[src/rtl/tdc_pulse_gen.sv]
`timescale 1ns/1ps
`default_nettype none
// ============================================================================
// Module   : tdc_pulse_gen
// Brief    : TDC calibration burst: start/stop pair D cycles apart, settle gap,
//            sample and accumulate the sensor count per interval.
// Revision : 1.0  initial release
// ============================================================================
module tdc_pulse_gen #(
  parameter int GAP_CYCLES = 4
) (
  input  logic        clk,
  input  logic        rst_n,
  input  logic        go,
  input  logic        abort,
  input  logic [7:0]  cfg_delay,
  input  logic [7:0]  cfg_count,
  input  logic [7:0]  tdc_value,
  output logic        start_o,
  output logic        stop_o,
  output logic        busy_o,
  output logic        done_o,
  output logic [15:0] sum_o
);

  localparam logic [7:0] c_GAP_LAST = 8'(GAP_CYCLES - 1);

  typedef enum logic [1:0] {
    S_IDLE   = 2'd0,
    S_LAUNCH = 2'd1,
    S_WAIT   = 2'd2,
    S_GAP    = 2'd3
  } state_t;

  state_t      r_state;
  state_t      w_state_nxt;
  logic [7:0]  r_dly;
  logic [7:0]  w_dly_nxt;
  logic [7:0]  r_rem;
  logic [7:0]  w_rem_nxt;
  logic [7:0]  r_cnt;
  logic [7:0]  w_cnt_nxt;
  logic [15:0] r_sum;
  logic [15:0] w_sum_nxt;
  logic        r_start;
  logic        r_stop;
  logic        r_busy;
  logic        r_done;
  logic        w_start_nxt;
  logic        w_stop_nxt;
  logic        w_busy_nxt;
  logic        w_done_nxt;

  // r_cnt serves both as the start-to-stop down-counter and the gap counter.
  always_comb begin
    w_state_nxt = r_state;
    w_dly_nxt   = r_dly;
    w_rem_nxt   = r_rem;
    w_cnt_nxt   = r_cnt;
    w_sum_nxt   = r_sum;
    w_done_nxt  = 1'b0;

    if (abort && (r_state != S_IDLE)) begin
      w_state_nxt = S_IDLE;
    end else begin
      case (r_state)
        S_IDLE: begin
          if (go && !abort) begin
            w_dly_nxt   = cfg_delay;
            w_rem_nxt   = cfg_count;
            w_sum_nxt   = 16'd0;
            w_state_nxt = S_LAUNCH;
          end
        end
        S_LAUNCH: begin
          if (r_dly == 8'd0) begin
            w_cnt_nxt   = c_GAP_LAST;
            w_state_nxt = S_GAP;
          end else begin
            w_cnt_nxt   = r_dly - 8'd1;
            w_state_nxt = S_WAIT;
          end
        end
        S_WAIT: begin
          if (r_cnt == 8'd0) begin
            w_cnt_nxt   = c_GAP_LAST;
            w_state_nxt = S_GAP;
          end else begin
            w_cnt_nxt = r_cnt - 8'd1;
          end
        end
        S_GAP: begin
          if (r_cnt == 8'd0) begin
            w_sum_nxt = r_sum + {8'd0, tdc_value};
            if (r_rem != 8'd0) begin
              w_rem_nxt   = r_rem - 8'd1;
              w_state_nxt = S_LAUNCH;
            end else begin
              w_done_nxt  = 1'b1;
              w_state_nxt = S_IDLE;
            end
          end else begin
            w_cnt_nxt = r_cnt - 8'd1;
          end
        end
        default: w_state_nxt = S_IDLE;
      endcase
    end
  end

  // Pulses are decoded from the upcoming state so they leave a flop aligned
  // with the state they belong to.
  always_comb begin
    w_start_nxt = (w_state_nxt == S_LAUNCH);
    w_stop_nxt  = ((w_state_nxt == S_LAUNCH) && (w_dly_nxt == 8'd0)) ||
                  ((w_state_nxt == S_WAIT) && (w_cnt_nxt == 8'd0));
    w_busy_nxt  = (w_state_nxt != S_IDLE);
  end

  always_ff @(posedge clk or negedge rst_n) begin
    if (!rst_n) begin
      r_state <= S_IDLE;
      r_dly   <= 8'd0;
      r_rem   <= 8'd0;
      r_cnt   <= 8'd0;
      r_sum   <= 16'd0;
      r_start <= 1'b0;
      r_stop  <= 1'b0;
      r_busy  <= 1'b0;
      r_done  <= 1'b0;
    end else begin
      r_state <= w_state_nxt;
      r_dly   <= w_dly_nxt;
      r_rem   <= w_rem_nxt;
      r_cnt   <= w_cnt_nxt;
      r_sum   <= w_sum_nxt;
      r_start <= w_start_nxt;
      r_stop  <= w_stop_nxt;
      r_busy  <= w_busy_nxt;
      r_done  <= w_done_nxt;
    end
  end

  assign start_o = r_start;
  assign stop_o  = r_stop;
  assign busy_o  = r_busy;
  assign done_o  = r_done;
  assign sum_o   = r_sum;

endmodule
`default_nettype wire
[config.mk]
export PLATFORM = sky130hd
export DESIGN_NAME = tdc_pulse_gen
export DESIGN_NICKNAME = d
export VERILOG_FILES = /design/src/rtl/tdc_pulse_gen.sv
export SDC_FILE = /design/constraint.sdc
export NUM_CORES = 1
export LEC_CHECK = 0
export BUFFER_PORTS_ARGS = -buffer_cell sky130_fd_sc_hd__buf_2
export CORE_UTILIZATION = 50
export DETAILED_ROUTE_END_ITERATION = 6
export GPL_TIMING_DRIVEN = 0
export PLACE_DENSITY = 0.75
export SLEW_MARGIN = 5
export SYNTH_ARGS = -nofsm -noshare
export SYNTH_HDL_FRONTEND = slang
export SYNTH_SLANG_ARGS = --single-unit
export TNS_END_PERCENT = 100
[constraint.sdc]
create_clock -name clk -period 2.6 [get_ports clk]
set_input_delay 0.52 -clock clk [delete_from_list [all_inputs] [get_ports clk]]
set_output_delay 0.52 -clock clk [all_outputs]
set_load 0.02 [all_outputs]
Word level (Yosys, flattened, before mapping). Index checks and enable logic that the tools add are counted.

$add $sub $neg: 4. $mul: 0. Divide/modulo/power cells: 0. $lt $le $gt $ge: 0. Equality and inequality tests: 8. Shifts and indexed selects: 0. Mux-type cells: 26. Bitwise logic cells: 1. Reductions and logical operators: 17.

Operators by type and width (number): two-way mux 8 bit (10); zero test 8 bit (4); two-way mux 16 bit (2); one-hot mux 16 bit (2 select lines) (1); one-hot mux 8 bit (3 select lines) (1); subtractor 8 x 1 -> 8 bit (second input constant) (3); adder 16 x 8 -> 16 bit (1); one-hot mux 8 bit (2 select lines) (1); two-way mux 2 bit (4); one-hot mux 2 bit (4 select lines) (1); nonzero test 8 bit (1); equality test 2 bit (second input constant) (3); two-way mux 1 bit (6); != test 2 bit (second input constant) (3); nonzero test 2 bit (3); AND reduction 5 bit (1); equality test 2 x 1 -> 1 bit (second input constant) (2); logical AND 1 bit (4); AND reduction 4 bit (1); zero test 2 bit (1); zero test 1 bit (1); logical OR 1 bit (1); inverter 1 bit (1).

Bits in registers: 46. Latch bits: 0. Bits in writable memories: 0. Bits in read-only memories: 0. Bits of input ports: 28. Output and inout bits: 20. Word-level logic and storage cells: 65. Memories kept: 0.

Depth between registers and ports, before layout.
Depth in word-level cells: 8. Mapped depth: 11. Mapped depth without buffers: 10.

Worst setup path before layout. OpenSTA, ideal clock, no wires.

Kind: flip-flop to flip-flop. From: reg r_dly[4]. To: reg r_stop (netlist: stop_o). Setup time: 0.092 ns. Data arrival time: 2.370 ns. Data required time: 2.508 ns. Setup slack: 0.139 ns. Cell stages (with the launch flop): 7. Path buffers: 0. Clock period less this slack: 2.461 ns. Cell sequence: dfrtp_1 -> or4_1 -> nor4_1 -> mux2_1 -> a211o_1 -> or3_1 -> o31ai_2.

Longest elaborated chain between the ends: 7. Elaborated cells on any way between the ends: 18. Classes of those cells: add/sub (1); eq/ne (2); mux (9); reduce/logical (6).

Ends and longest elaborated chain: from (decl) (RTL line 37) `logic [7:0] r_dly;`; from (signal assigned) (RTL line 133) `r_dly <= w_dly_nxt;`; subtractor 8 x 1 -> 8 bit / zero test 8 bit (equally long branches) (RTL line 80, 76); two-way mux 8 bit * (RTL line 76) `if (r_dly == 8'd0) begin`; one-hot mux 8 bit (3 select lines) * (RTL line 66) `case (r_state)`; two-way mux 8 bit * (RTL line 63) `if (abort && (r_state != S_IDLE)) begin`; net w_cnt_nxt[7] (RTL line 42) `logic [7:0] w_cnt_nxt;`; zero test 8 bit * (RTL line 116) `((w_state_nxt == S_WAIT) && (w_cnt_nxt == 8'd0));`; logical AND 1 bit * (RTL line 116); logical OR 1 bit * (RTL line 115) `w_stop_nxt = ((w_state_nxt == S_LAUNCH) && (w_dly_nxt == 8'd0)) ||`; net w_stop_nxt (RTL line 50) `logic w_stop_nxt;`; to (signal assigned) (RTL line 138) `r_stop <= w_stop_nxt;`; to (decl) (RTL line 46) `logic r_stop;`.

Mark *: on every way through the listed nets, which the timed path passes. The rest lies on a longest branch. A chain may end at the register's enable or synchronous reset.

Worst setup path after layout.
From: reg r_dly[0]. To: reg r_stop (netlist: stop_o).

Same word-level chain as after synthesis.

==> impl_results.md <==
* Pleak at 0.001618 uW
* Final instance area at 0.003581 mm2
* CTS H-tree depth at 2
* Tmin final at 2.552 ns
* VDD IR-drop max at 0.5926 mV
* Post-synth top flop: dfrtp_1
* Post-synth EDFFs at 0
* Vias at 2,708
* Grt total ovfl at 0
* Placeable Area at 0.005608 mm2
* Net count of the finished layout at 433
* Met2 track demand over resource at 39.39%
* GPL Wtd Cong at 0.8827
* Inst Count DP at 442
* Max-slew headroom at 30.54%
* Vias in the first global route at 2,509
* Clk slew on worst S/H paths at 0.09 ns
* Largest net degree at the start of global routing at 47
* Layout area overhead at 21.01%
* Share of layout cells above drive strength 1 at 27.91%
* WP data required at 2.82 ns
* Status: complete, no violations
* RSZ-0062 raised after global routing: true
* Tcrit/Tclk final at 98.15%
* Diode count at 0
* Starting Density at 52.77%
* Pre-CTS WS at -0.1625 ns
* Die height at 78.93 um
* CP max FO at 5
* Iter 0 DRT Violations at 153
* Ports at 48
* Crit path launch type: flop
* # rows at 27
* Die area at 0.006230 mm2
* DRC violations left at 0
* First-pass GRT wire length at 11,590 um
* Clock skew at 0.005227 ns
* Root Driver: clkbuf_8
* Slew Limit Fails at 0
* Die Wd at 78.93 um
* Total Wirelength at 7402 um
* Critical Path AT at 2.77 ns
* Sink count of the clock tree at 46
* HP Class: primary input to asynchronous set/reset pin
* Number of port buffers at 47
* Syn avg cell area at 9.161 um2
* Final setup fails at 0
* Total CTS buffers at 5
* Hpwl dp at 5099 um
* Most used routing layer: met2
* CP Class: flop to flop
* Asr flop ratio synth at 100.0%
* Final Hold Viols at 0
* CTS Hold Buffers Added at 0
* Clk Latency, worst-skew pair at 0.30 ns
* Seq/Total Area, Yosys at 38.90%
* Count of mapped cells out of synthesis at 323
* Initial antenna violation count at 0
* Syn nets at 370
* Total GRT Usage at 23.87%
* Layout fillers at 489
* Drt pass-1 iters at 5
* DR vias/cell at 5.900
* CTS tree: done
* Yosys warning count at 0
* F_max at 391.8 MHz
* CP endpoint kind: flop
* Slew @ Worst Pin at 1.042 ns
* Library cells used by synthesis at 61
* Pwr dens at 1021 mW/mm2
* Non-Filler Instances at 459
* WL per Instance at 16.13 um
* Largest buffer count on any clock path at 2
* Post-synthesis register bit count at 46
* Met3 Usage GRT at 3.333%
* Worst setup margin at 0.04798 ns
* Synth Cell Area at 0.002959 mm2
* Detail Route Antenna Nets at 0
* Placed Area at 0.003284 mm2
* Max-cap violation count at 0
* Fin util at 63.86%
* Global routing usage on met1 at 31.79%
worst paths after layout:
kind / start / to / slack [ns] / cells after the start
min in group clk: cfg_delay[2] / r_dly[2]$_DFF_PN0_ / 0.46 / 2
setup / recovery: r_dly[0]$_DFF_PN0_ / stop_o$_DFF_PN0_ / 0.05 / 8
hold / removal: rst_n / r_cnt[5]$_DFF_PN0_ / 0.39 / 1
max in group asynchronous: rst_n / r_dly[0]$_DFF_PN0_ / 1.50 / 1
setup reg to reg: r_dly[0]$_DFF_PN0_ / stop_o$_DFF_PN0_ / 0.05 / 8
hold reg to reg: sum_o[4]$_DFFE_PN0P_ / sum_o[4]$_DFFE_PN0P_ / 0.51 / 2
sequential cells by signal, indices dropped and copies added, names as in the netlist:
signal   flops
sum_o       16
r_cnt        8
r_dly        8
r_rem        8
r_state      2
busy_o       1
done_o       1
start_o      1
stop_o       1
stage by stage:
stage | hold slack [ns] | power, uW | TNS (ns)
final | 0.3938 | 3656 | 0
after global routing | 0.4679 | 3914 | -0.07011
after CTS | 0.4359 | 3473 | 0
after detailed placement | 0.4907 | 2840 | -0.1625
after global placement | 0.4745 | 2774 | -0.1406
after floorplan | 0.2244 | 2398 | 0
what timing repair did:
| action | CTS | global route |
|---|---|---|
| pin swaps | 2 | 4 |
| resized for setup | 11 | 18 |
| setup buffers | 3 | 8 |
| endpoints found under the setup margin | 1 | 9 |
cell families after synthesis:
family | share of synthesized area, %
muxes | 4.102
and+or+nand+nor | 21.82
DFF | 38.90
xor gates and xnor gates | 3.848
buffers and inverters | 3.720
AOI/OAI and AO/OA | 19.32
adders and majority gates | 8.288
layout by cell type (no fill, tap or decap), drive strengths merged, types with 4 or more instances in the layout:
| master | instances |
|---|---|
| nor4 | 9 |
| or4 | 5 |
| o211ai | 6 |
| xnor2 | 8 |
| buf | 60 |
| ha | 18 |
| or2 | 6 |
| dfrtp | 46 |
| a21oi | 17 |
| a211oi | 4 |
| nor2b | 4 |
| nor3 | 5 |
| inv | 16 |
| nand3 | 15 |
| o21ai | 20 |
| nor2 | 25 |
| mux2 | 9 |
| xor2 | 5 |
| nor3b | 8 |
| nand2 | 27 |
| o31ai | 6 |
| or3 | 6 |
| o22ai | 5 |
| clkbuf | 14 |
final cells by class:
cell class / instances / area [um2] / area share (%)
Tap cell: 72 / 90.09 / 2.516
Inverter: 17 / 63.81 / 1.782
Buffer: 8 / 46.29 / 1.293
Multi-Input combinational cell: 250 / 1798 / 50.21
Timing Repair Buffer: 58 / 317.8 / 8.875
Sequential cell: 46 / 1155 / 32.25
Clock buffer: 8 / 110.1 / 3.075
worst max-delay path, cell delays in order (launching register included):
cell     delay, ns
dfrtp_2       0.46
inv_2         0.11
ha_2          0.21
or3b_2        0.50
o21ai_2       0.17
a21oi_1       0.08
a211o_1       0.26
or3_1         0.41
o31ai_4       0.28
synthesized netlist by cell type (all sizes together) (2+ instances only):
library cell / number / area, um2
o22ai: 5 / 31.28
or4: 5 / 41.29
xnor2: 8 / 70.07
dfrtp: 46 / 1151
mux2: 9 / 101.4
or2: 6 / 37.53
nor4: 9 / 56.30
inv: 16 / 60.05
a21o: 3 / 22.52
nor2b: 4 / 25.02
o31ai: 6 / 55.05
xor2: 5 / 43.79
nand2: 27 / 101.4
a22oi: 2 / 15.01
a21boi: 2 / 15.02
nand3b: 2 / 15.01
nand2b: 2 / 12.51
clkbuf: 8 / 30.03
or3: 6 / 37.54
nor3b: 8 / 60.06
o21bai: 2 / 15.01
or3b: 2 / 17.52
a211o: 3 / 26.28
nand3: 15 / 75.07
o21ai: 20 / 100.1
nor3: 5 / 25.02
nor2: 25 / 96.35
o211ai: 6 / 45.04
ha: 18 / 225.2
buf: 2 / 16.26
mux2i: 2 / 20.02
a311oi: 3 / 26.28
and2: 2 / 12.51
a211oi: 4 / 30.03
a31oi: 2 / 12.51
a21oi: 17 / 85.08
report_power, final:
group | switching, uW | total [uW] | internal [uW] | leakage (uW)
registers | 279 | 1240 | 956 | 0.000586
clock network | 253 | 522 | 269 | 0.0000575
logic | 1090 | 1900 | 810 | 0.000975
metal layers:
layer	up-vias	wire [um]
met1	1310	3394
met5	-	0
met4	0	114
met3	10	289
li1	1319	-
met2	69	3603
Note: power is estimated with default switching activity, not from simulation.
